**src/rtl/synth_pkg.sv**
```systemverilog
// Shared constants and types for the synth voice path: voice count, note and
// age widths, the allocator FSM states and the note event type encoding.
package synth_pkg;

  localparam int unsigned NUM_VOICES = 16;
  localparam int unsigned NOTE_W     = 7;
  localparam int unsigned AGE_W      = 8;

  typedef enum logic [1:0] {
    StIdle,
    StScan,
    StCommit
  } alloc_state_e;

  localparam logic NOTE_OFF = 1'b0;
  localparam logic NOTE_ON  = 1'b1;

endpackage

```
**src/rtl/voice_slot.sv**
```systemverilog
// One voice slot: holds the note number, gate and a saturating age counter.
// Optional macro SUSTAIN_PEDAL_EN adds a held flag for sustain-pedal release.
module voice_slot #(
  parameter int unsigned NOTE_W = synth_pkg::NOTE_W,
  parameter int unsigned AGE_W  = synth_pkg::AGE_W
) (
  input  logic              clk,
  input  logic              reset,
  input  logic              load,
  input  logic              retrigger,
  input  logic              note_release,
`ifdef SUSTAIN_PEDAL_EN
  input  logic              hold,
  input  logic              held_release,
`endif
  input  logic              age_inc,
  input  logic [NOTE_W-1:0] load_note,
  output logic [NOTE_W-1:0] note,
  output logic              gate,
  output logic [AGE_W-1:0]  age
);

  logic [NOTE_W-1:0] note_q, note_d;
  logic              gate_q, gate_d;
  logic [AGE_W-1:0]  age_q, age_d;
`ifdef SUSTAIN_PEDAL_EN
  logic              held_q, held_d;
`endif

  // Next-state: strobes are mutually exclusive by construction in the allocator.
  always_comb begin
    note_d = note_q;
    gate_d = gate_q;
    age_d  = age_q;
`ifdef SUSTAIN_PEDAL_EN
    held_d = held_q;
`endif
    if (load) begin
      note_d = load_note;
      gate_d = 1'b1;
      age_d  = '0;
`ifdef SUSTAIN_PEDAL_EN
      held_d = 1'b0;
`endif
    end else if (retrigger) begin
      gate_d = 1'b1;
      age_d  = '0;
`ifdef SUSTAIN_PEDAL_EN
      held_d = 1'b0;
`endif
    end else if (note_release) begin
      // Note value is kept so the release tail plays at the right pitch.
      gate_d = 1'b0;
`ifdef SUSTAIN_PEDAL_EN
      held_d = 1'b0;
`endif
    end else if (age_inc) begin
      if (gate_q && (age_q != {AGE_W{1'b1}})) begin
        age_d = age_q + AGE_W'(1);
      end
`ifdef SUSTAIN_PEDAL_EN
    end else if (hold) begin
      held_d = 1'b1;
    end else if (held_release && held_q) begin
      gate_d = 1'b0;
      held_d = 1'b0;
`endif
    end
  end

  // Slot state register.
  always_ff @(posedge clk or posedge reset) begin
    if (reset) begin
      note_q <= '0;
      gate_q <= 1'b0;
      age_q  <= '0;
`ifdef SUSTAIN_PEDAL_EN
      held_q <= 1'b0;
`endif
    end else begin
      note_q <= note_d;
      gate_q <= gate_d;
      age_q  <= age_d;
`ifdef SUSTAIN_PEDAL_EN
      held_q <= held_d;
`endif
    end
  end

  assign note = note_q;
  assign gate = gate_q;
  assign age  = age_q;

endmodule

```
**src/rtl/voice_allocator.sv**
```systemverilog
// Polyphonic voice allocator: accepts note-on/off events over valid/ready and
// maps them onto NUM_VOICES slots via a serial scan (one slot per cycle).
// Optional macro SUSTAIN_PEDAL_EN adds the sustain input and held-note release.
module voice_allocator #(
  parameter int unsigned NUM_VOICES = synth_pkg::NUM_VOICES,
  parameter int unsigned NOTE_W     = synth_pkg::NOTE_W,
  parameter int unsigned AGE_W      = synth_pkg::AGE_W
) (
  input  logic                         clk,
  input  logic                         reset,
  input  logic                         ev_valid,
  output logic                         ev_ready,
  input  logic                         ev_on,
  input  logic [NOTE_W-1:0]            ev_note,
`ifdef SUSTAIN_PEDAL_EN
  input  logic                         sustain,
`endif
  output logic [NUM_VOICES*NOTE_W-1:0] voice_notes,
  output logic [NUM_VOICES-1:0]        voice_gate,
  output logic                         steal,
  output logic                         busy
);

  import synth_pkg::*;

  localparam int unsigned IDX_W = (NUM_VOICES > 1) ? $clog2(NUM_VOICES) : 1;
  localparam logic [IDX_W-1:0] LAST_IDX = IDX_W'(NUM_VOICES - 1);

  alloc_state_e      state_q, state_d;
  logic [IDX_W-1:0]  idx_q, idx_d;
  logic              ev_on_q, ev_on_d;
  logic [NOTE_W-1:0] ev_note_q, ev_note_d;
  logic              match_found_q, match_found_d;
  logic [IDX_W-1:0]  match_idx_q, match_idx_d;
  logic              free_found_q, free_found_d;
  logic [IDX_W-1:0]  free_idx_q, free_idx_d;
  logic              old_found_q, old_found_d;
  logic [IDX_W-1:0]  old_idx_q, old_idx_d;
  logic [AGE_W-1:0]  old_age_q, old_age_d;
  logic              steal_q, steal_d;

  logic [NOTE_W-1:0]     slot_note [NUM_VOICES];
  logic [AGE_W-1:0]      slot_age  [NUM_VOICES];
  logic [NUM_VOICES-1:0] slot_gate;
  logic [NUM_VOICES-1:0] load, retrig, rel, age_inc;
  logic                  service;
  logic                  accept;

`ifdef SUSTAIN_PEDAL_EN
  logic                  sustain_q;
  logic                  pending_q, pending_d;
  logic [NUM_VOICES-1:0] hold_set;

  // Held-note release takes one IDLE cycle and blocks event acceptance.
  assign service = (state_q == StIdle) && pending_q;

  // Latch a sustain falling edge until it can be serviced.
  always_comb begin
    pending_d = pending_q;
    if (service) pending_d = 1'b0;
    if (sustain_q && !sustain) pending_d = 1'b1;
  end

  // Sustain edge detector and pending flag.
  always_ff @(posedge clk or posedge reset) begin
    if (reset) begin
      sustain_q <= 1'b0;
      pending_q <= 1'b0;
    end else begin
      sustain_q <= sustain;
      pending_q <= pending_d;
    end
  end
`else
  assign service = 1'b0;
`endif

  assign ev_ready = (state_q == StIdle) && !service && !reset;
  assign accept   = ev_valid && ev_ready;
  assign busy     = (state_q != StIdle);
  assign steal    = steal_q;

  // FSM next-state, scan trackers and commit strobes.
  always_comb begin
    state_d       = state_q;
    idx_d         = idx_q;
    ev_on_d       = ev_on_q;
    ev_note_d     = ev_note_q;
    match_found_d = match_found_q;
    match_idx_d   = match_idx_q;
    free_found_d  = free_found_q;
    free_idx_d    = free_idx_q;
    old_found_d   = old_found_q;
    old_idx_d     = old_idx_q;
    old_age_d     = old_age_q;
    steal_d       = 1'b0;
    load          = '0;
    retrig        = '0;
    rel           = '0;
    age_inc       = '0;
`ifdef SUSTAIN_PEDAL_EN
    hold_set      = '0;
`endif
    unique case (state_q)
      StIdle: begin
        if (accept) begin
          ev_on_d       = ev_on;
          ev_note_d     = ev_note;
          match_found_d = 1'b0;
          free_found_d  = 1'b0;
          old_found_d   = 1'b0;
          idx_d         = '0;
          state_d       = StScan;
        end
      end
      StScan: begin
        if (slot_gate[idx_q]) begin
          if (!match_found_q && (slot_note[idx_q] == ev_note_q)) begin
            match_found_d = 1'b1;
            match_idx_d   = idx_q;
          end
          // Strict compare keeps the lowest index on an age tie.
          if (!old_found_q || (slot_age[idx_q] > old_age_q)) begin
            old_found_d = 1'b1;
            old_idx_d   = idx_q;
            old_age_d   = slot_age[idx_q];
          end
        end else if (!free_found_q) begin
          free_found_d = 1'b1;
          free_idx_d   = idx_q;
        end
        if (idx_q == LAST_IDX) begin
          idx_d   = '0;
          state_d = StCommit;
        end else begin
          idx_d = idx_q + IDX_W'(1);
        end
      end
      StCommit: begin
        state_d = StIdle;
        unique case (ev_on_q)
          NOTE_ON: begin
            if (match_found_q) begin
              retrig[match_idx_q] = 1'b1;
            end else if (free_found_q) begin
              load[free_idx_q] = 1'b1;
            end else begin
              // No free slot means every slot is gated, so old_idx is valid.
              load[old_idx_q] = 1'b1;
              steal_d         = 1'b1;
            end
            age_inc = slot_gate & ~(load | retrig);
          end
          NOTE_OFF: begin
            if (match_found_q) begin
`ifdef SUSTAIN_PEDAL_EN
              if (sustain) hold_set[match_idx_q] = 1'b1;
              else         rel[match_idx_q]      = 1'b1;
`else
              rel[match_idx_q] = 1'b1;
`endif
            end
          end
        endcase
      end
      default: state_d = StIdle;
    endcase
  end

  // FSM and tracker registers; reset discards any event in flight.
  always_ff @(posedge clk or posedge reset) begin
    if (reset) begin
      state_q       <= StIdle;
      idx_q         <= '0;
      ev_on_q       <= 1'b0;
      ev_note_q     <= '0;
      match_found_q <= 1'b0;
      match_idx_q   <= '0;
      free_found_q  <= 1'b0;
      free_idx_q    <= '0;
      old_found_q   <= 1'b0;
      old_idx_q     <= '0;
      old_age_q     <= '0;
      steal_q       <= 1'b0;
    end else begin
      state_q       <= state_d;
      idx_q         <= idx_d;
      ev_on_q       <= ev_on_d;
      ev_note_q     <= ev_note_d;
      match_found_q <= match_found_d;
      match_idx_q   <= match_idx_d;
      free_found_q  <= free_found_d;
      free_idx_q    <= free_idx_d;
      old_found_q   <= old_found_d;
      old_idx_q     <= old_idx_d;
      old_age_q     <= old_age_d;
      steal_q       <= steal_d;
    end
  end

  for (genvar i = 0; i < NUM_VOICES; i++) begin : g_slot
    voice_slot #(
      .NOTE_W (NOTE_W),
      .AGE_W  (AGE_W)
    ) u_slot (
      .clk          (clk),
      .reset        (reset),
      .load         (load[i]),
      .retrigger    (retrig[i]),
      .note_release (rel[i]),
`ifdef SUSTAIN_PEDAL_EN
      .hold         (hold_set[i]),
      .held_release (service),
`endif
      .age_inc      (age_inc[i]),
      .load_note    (ev_note_q),
      .note         (slot_note[i]),
      .gate         (slot_gate[i]),
      .age          (slot_age[i])
    );
    assign voice_notes[i*NOTE_W +: NOTE_W] = slot_note[i];
  end

  assign voice_gate = slot_gate;

endmodule

```
**config.mk**
```make
export PLATFORM = sky130hd
export DESIGN_NAME = voice_allocator
export DESIGN_NICKNAME = d
export VERILOG_FILES = /design/src/rtl/synth_pkg.sv /design/src/rtl/voice_slot.sv /design/src/rtl/voice_allocator.sv
export SDC_FILE = /design/constraint.sdc
export NUM_CORES = 1
export LEC_CHECK = 0
export BUFFER_PORTS_ARGS = -buffer_cell sky130_fd_sc_hd__buf_2
export CORE_MARGIN = 4
export CORE_UTILIZATION = 36
export DETAILED_ROUTE_END_ITERATION = 10
export RECOVER_POWER = 25
export SYNTH_ARGS = -nofsm -noshare
export SYNTH_HDL_FRONTEND = slang
export SYNTH_HIERARCHICAL = 1
export SYNTH_SLANG_ARGS = --single-unit
```
**constraint.sdc**
```tcl
create_clock -name clk -period 3.9 [get_ports clk]
set_input_delay 0.39 -clock clk [delete_from_list [all_inputs] [get_ports clk]]
set_output_delay 0.39 -clock clk [all_outputs]
set_load 0.1 [all_outputs]
```
Word-level counts from Yosys, hierarchy flattened:

Cells that the tools add are included.

* flip-flop bits (word level): 294
* output and inout port bits: 131
* memory bits (read-only): 0
* input bits: 11
* memories: 0
* memory bits (writable): 0
* latch bits: 0

* $add $sub $neg: 17
* bitwise logic cells: 6
* shift-type cells: 0
* equal/unequal tests: 42
* $mul: 0
* mux-type cells: 176
* order comparisons: 9
* div/mod/pow operators: 0
* reductions and logical operators: 102

Operator list (count)
* $mux W8: 82
* $mux W16: 15
* $reduce_bool A3 Y1: 48
* $add A8 B1 Y8 const B: 16
* $ne A8 B8 Y1 const B: 16
* $mux W1: 62
* $reduce_and A3 Y1: 20
* $ne A3 B3 Y1 const B: 16
* $bmux W8 S4: 1
* $bmux W7 S4: 1
* $logic_and A1 B1 Y1: 22
* $lt A4 B5 Y1 const B: 4
* $and A16 B16 Y16: 1
* $not A16 Y16: 1
* $or A16 B16 Y16: 1
* $mux W7: 2
* $demux W1 S4: 3
* $ge A4 B1 Y1 const B: 3
* $ne A2 B2 Y1 const B: 6
* $gt A8 B8 Y1: 1
* $mux W4: 2
* $pmux W4 S2: 1
* $reduce_and A4 Y1: 2
* $eq A7 B7 Y1: 1
* 16 further kinds: 25

Depth between registers and ports, before layout:

* depth after elaboration: 17
* mapped depth: 17

Hierarchy:

Netlist, hierarchy kept.

By module, submodules not included
* voice_slot (g_slot[0].u_slot ...): seq. area each 400.4 sq um, times used 9, cells an instance 69, area an instance 812.0 sq um
* voice_slot (g_slot[3].u_slot ...): seq. area each 400.4 sq um, times used 7, cells an instance 69, area an instance 804.5 sq um
* voice_allocator: seq. area each 950.9 sq um, times used 1, cells an instance 443, area an instance 4743.3 sq um

Worst setup path after synthesis:

No wires, ideal clock.

* path type: register -> register
* start point: register idx_q[0]
* end point: register old_age_q[0]
* stages on the path, launching flop included: 15
* clock period less this slack: 4009 ps
* data required time: 3775 ps
* setup time: 125 ps
* path slack: -109 ps
* arrival: 3884 ps
* cell sequence: dfrtp_1 -> buf_6 -> buf_4 -> buf_1 -> mux4_2 -> mux4_2 -> ha_1 -> nor2b_1 -> o21a_1 -> o21ai_0 -> a21oi_1 -> o22ai_1 -> a21o_1 -> buf_2 -> mux2_2

* longest elaborated chain between the ends: 7
* elaborated cells on any way between the ends: 9
* those cells by class: 1 x order compare; 5 x mux; 1 x bitwise; 2 x reduce/logical

Ends and longest elaborated chain
* start, declared: RTL line voice_allocator.sv:30 `logic [IDX_W-1:0] idx_q, idx_d;`
* start signal, assigned: RTL line voice_allocator.sv:187 `idx_q <= idx_d;`
* $not A4 Y5 (not written as such): RTL line voice_allocator.sv:123, voice_allocator.sv:126
* $bmux W8 S4: RTL line voice_allocator.sv:123, voice_allocator.sv:126
* $mux W8 (not written as such) (2 in series): RTL line voice_allocator.sv:123, voice_allocator.sv:126
* $gt A8 B8 Y1: RTL line voice_allocator.sv:123 `if (!old_found_q || (slot_age[idx_q] > old_age_q)) begin`
* $logic_or A1 B1 Y1: RTL line voice_allocator.sv:123
* $reduce_and A3 Y1 (no line)
* end signal, assigned: RTL line voice_allocator.sv:196 `old_age_q <= old_age_d;`
* end, declared: RTL line voice_allocator.sv:39 `logic [AGE_W-1:0] old_age_q, old_age_d;`

Several ways; a longest one is shown, not always the timed one. The select of a mux whose other input is x is not followed.
A chain may end at the register's enable or synchronous reset.

Worst setup path in the final report:

* start point: register idx_q[0]
* end point: register old_age_q[4]

Same word-level chain as after synthesis.

==> summary.md <==
| Metric | Value |
|---|---|
| NetSw | `2.87 mW` |
| Number of enable flip-flop cells after synthesis | `0` |
| Setup TNS | `0 ps` |
| Reg2Reg Setup Slack | `230 ps` |
| Largest net degree at the start of global routing | `39` |
| DRC | `0` |
| All-Layer GR Usage | `~20%` |
| IO Port Bufs | `~140` |
| Overall routed net length | `approximately 54000 um` |
| GRT Residual Overflow | `0` |
| Critical Path Sink Type | `flip-flop` |
| Pleak | `9.00 nW` |
| Post-DP HPWL | `40500 um` |
| Routed Antenna Nets | `0` |
| Crit path max fanout | `13` |
| Net Count, Synth | `between 1.5k and 2k` |
| Pwr Density | `about 440 nW/um^2` |
| Headroom to the max-slew limit | `-40.4%` |
| Net Sw Frac | `32.1%` |
| DR iter-0 viols | `approximately 1.1k` |
| Vias in the first global route | `13.9k` |
| Dominant synthesized flop cell | `dfrtp_1` |
| Worst-margin pin slew | `roughly 2100 ps` |
| CP Launch Type | `flip-flop` |
| Synth Warn # | `6` |
| Routability cong. | `around 0.94` |
| Fillers | `~4.6k` |
| Part of the power in the clock network | `just over 40%` |
| Core footprint | `between 40000 and 50000 um^2` |
| Clk_skew | `about 24 ps` |
| Sequential cell area fraction in the yosys report | `41.6%` |
| Clock latency at the later pin of the worst-skew pair | `between 500 and 600 ps` |
| Nets | `about 1.7k` |
| Peak VDD IR | `slightly below 0.4 mV` |
| Post-synthesis async set-or-reset flop share | `100%` |
| Rows | `80` |
| Max_cap viols | `1` |
| Critical Path RT | `between 4000 and 5000 ps` |
| Logic gate share of total power | `19.4%` |
| Die ar. | `52700 um^2` |
| Yosys reg bits | `294` |
| Initial antenna violation count | `1` |
| Final Critical Period | `around 3700 ps` |
| Initial Util | `36.7%` |
| Final-report hold violation count | `0` |
| Clock-pin slew on the worst setup and hold paths | `around 60 ps` |
| First-pass GRT wire length | `approximately 85000 um` |
| DRT Pass-1 Iters | `5` |
| Period utilization | `94.0%` |
| Synthesized area | `approximately 18000 um^2` |
| Worst hold margin | `approximately 62 ps` |
| Layout area overhead | `14.7%` |
| H-tree Lvls | `2` |
| Netlist cell types | `60` |
| Synth Instances | `roughly 1.5k` |
| Clk sinks | `approximately 290` |
| Height of the die | `roughly 230 um` |
| Die width | `around 230 um` |
| Area of the multi-input gates | `9520 um^2` |
| Quantity of gates resized following cts | `0` |
| Critical Path AT | `4100 ps` |
| Setup WS pre-CTS | `roughly 110 ps` |
| Internal Pwr Total | `6.07 mW` |
| FMAX | `0.273 GHz` |
| Slew Limit Fails | `33` |
| Kind of critical path | `reg2reg` |
| HP Class | `in2reg` |
| Commonest non-fill, non-tap cell in the layout | `dfrtp_1` |
| Vias per cell | `a little under 6` |
| Clock buffer depth | `3` |
| # setup viols final | `0` |
| Failing checks | `capacitance limit, slew limit` |
| # IOs | `142` |
| Layout Utilization | `42.1%` |
| WL per Instance | `22.9 um` |
| TritonCTS clock tree | `done` |
| Average size of a mapped cell | `between 10 and 15 um^2` |
| Root Buffer | `clkbuf_16` |
| Register Area | `7360 um^2` |
| Sequential power share | `40.3%` |
| Most frequent cells in the layout | `291 x dfrtp_1, 140 x buf_2, 138 x mux2_2, 128 x nand2_1, 96 x mux2i_1` |
| Vias | `between 10k and 15k` |
| Status | `finished, violations left` |
| TritonCTS Buffers | `38` |
| Share of cells above drive strength 1 | `roughly a third` |
| Final worst-path setup slack | `between 200 and 250 ps` |
| RSZ-0062 raised after global routing | `false` |
[cells in the mapped netlist (7+ instances only)]
cell / number / area (um^2)
a41oi_1: 16 / 140
a21oi_1: 44 / 220
a211oi_2: 9 / 113
mux2i_1: 96 / 961
nor2b_1: 8 / 50.1
nor3_1: 39 / 195
or3_2: 16 / 120
nand3b_2: 7 / 78.8
buf_6: 24 / 270
nand4_2: 16 / 200
buf_2: 21 / 105
and3b_1: 17 / 149
a22oi_1: 9 / 67.6
nand3_1: 57 / 285
a21oi_2: 9 / 78.8
nand3b_1: 10 / 75.1
nor2_1: 79 / 297
a2111oi_4: 17 / 468
and3_1: 18 / 113
nand2_1: 128 / 480
xnor2_1: 10 / 87.6
inv_1: 76 / 285
o21ai_0: 16 / 80.1
dfrtp_1: 294 / 7360
o31a_1: 16 / 140
nand2b_1: 12 / 75.1
or3_1: 33 / 206
xor2_1: 13 / 114
and4_1: 16 / 140
a211oi_1: 64 / 480
ha_1: 25 / 313
or2_2: 18 / 113
and4_4: 16 / 180
mux4_2: 57 / 1280
mux2_2: 138 / 1550
clkbuf_1: 12 / 45.0
nor4_1: 39 / 244
[logic make-up (layout without fill, tap and decap cells)]
kind of cell / count (synthesis) / in the layout / share of synthesized area (%)
adders and majority gates: 25 / 25 / 1.77
and+or+nand+nor: 542 / 542 / 17.5
muxes: 297 / 297 / 22.4
other: 0 / 1 / 0
AOI/OAI and AO/OA: 221 / 221 / 11.1
buffers and inverters: 145 / 321 / 4.54
DFF: 294 / 294 / 41.6
xor gates and xnor gates: 23 / 23 / 1.14
[power groups by stage]
stage                     clock network [mW]  registers, mW  logic, mW
after floorplan                            0           3.48       1.39
after global placement                     0           3.66       1.65
after detailed placement                   0           3.68       1.68
after CTS                               3.68           3.62       1.69
after global routing                    3.81           3.63       1.85
final                                   3.60           3.60       1.73
[sequential cells by signal, indices dropped and copies added (netlist names)]
signal              count
old_idx_q               4
steal                   1
ev_note_q               7
match_found_q           1
ev_on_q                 1
state_q                 2
g_slot.u_slot/note    112
free_idx_q              4
match_idx_q             4
idx_q                   4
free_found_q            1
old_age_q               8
g_slot.u_slot/age     128
old_found_q             1
g_slot.u_slot/gate     16
[cell type report]
cell class              count  area share, %
multi-input cells        1108           47.0
flip-flops and latches    294           36.3
clock buffers              54           5.53
repair buffers            176           4.86
well taps                 656           4.05
inverters                  76           1.41
clock inverters            15          0.876
diodes                      1         0.0123
[repair_timing]
item | in CTS | in global routing
endpoints found under the hold margin | 8 | 0
setup endpoints to repair | 0 | 11
buffers inserted | 0 | 1
hold buffers | 1 | 0
[per-stage QoR]
| stage | cell area, um^2 | power (mW) | std cells |
|---|---|---|---|
| 6_report | 20300 | 8.94 | 2380 |
| 5_1_grt | 20300 | 9.29 | 2379 |
| 3_5_place_dp | 19000 | 5.36 | 2308 |
| 3_3_place_gp | 19000 | 5.32 | 2308 |
| 4_1_cts | 20300 | 8.99 | 2378 |
| 2_1_floorplan | 17700 | 4.87 | 1547 |
[final timing paths]
kind,endpoint,from,cells after the start
max in group asynchronous,g_slot[0].u_slot/age[7],reset,3
min in group asynchronous,free_idx_q[2],reset,3
hold reg to reg,old_found_q,old_found_q,2
setup / recovery,old_age_q[4],idx_q[0],12
setup reg to reg,old_age_q[4],idx_q[0],12
hold / removal,ev_note_q[3],ev_note[3],2
[routing by layer]
metal  share of wire, %  wire, um  GRT usage [%]  vias up
met1                 43     23400           27.3     6958
li1                   -         -              -     6169
met5                  0         0              0        -
met3                7.1      3890           4.70      125
met2                 46     25100           32.5      544
met4                3.8      2080           7.70        0
[critical path: stages (launching register included)]
cell,delay [ps]
dfrtp_4,590
buf_4,270
mux4_2,530
mux4_2,480
ha_1,310
a21oi_1,170
nor2b_1,70
o21ai_0,180
nand2b_1,70
o22ai_1,170
a21o_1,150
buf_4,180
mux2_2,350
No activity file was read; power rests on OpenSTA's default activity.
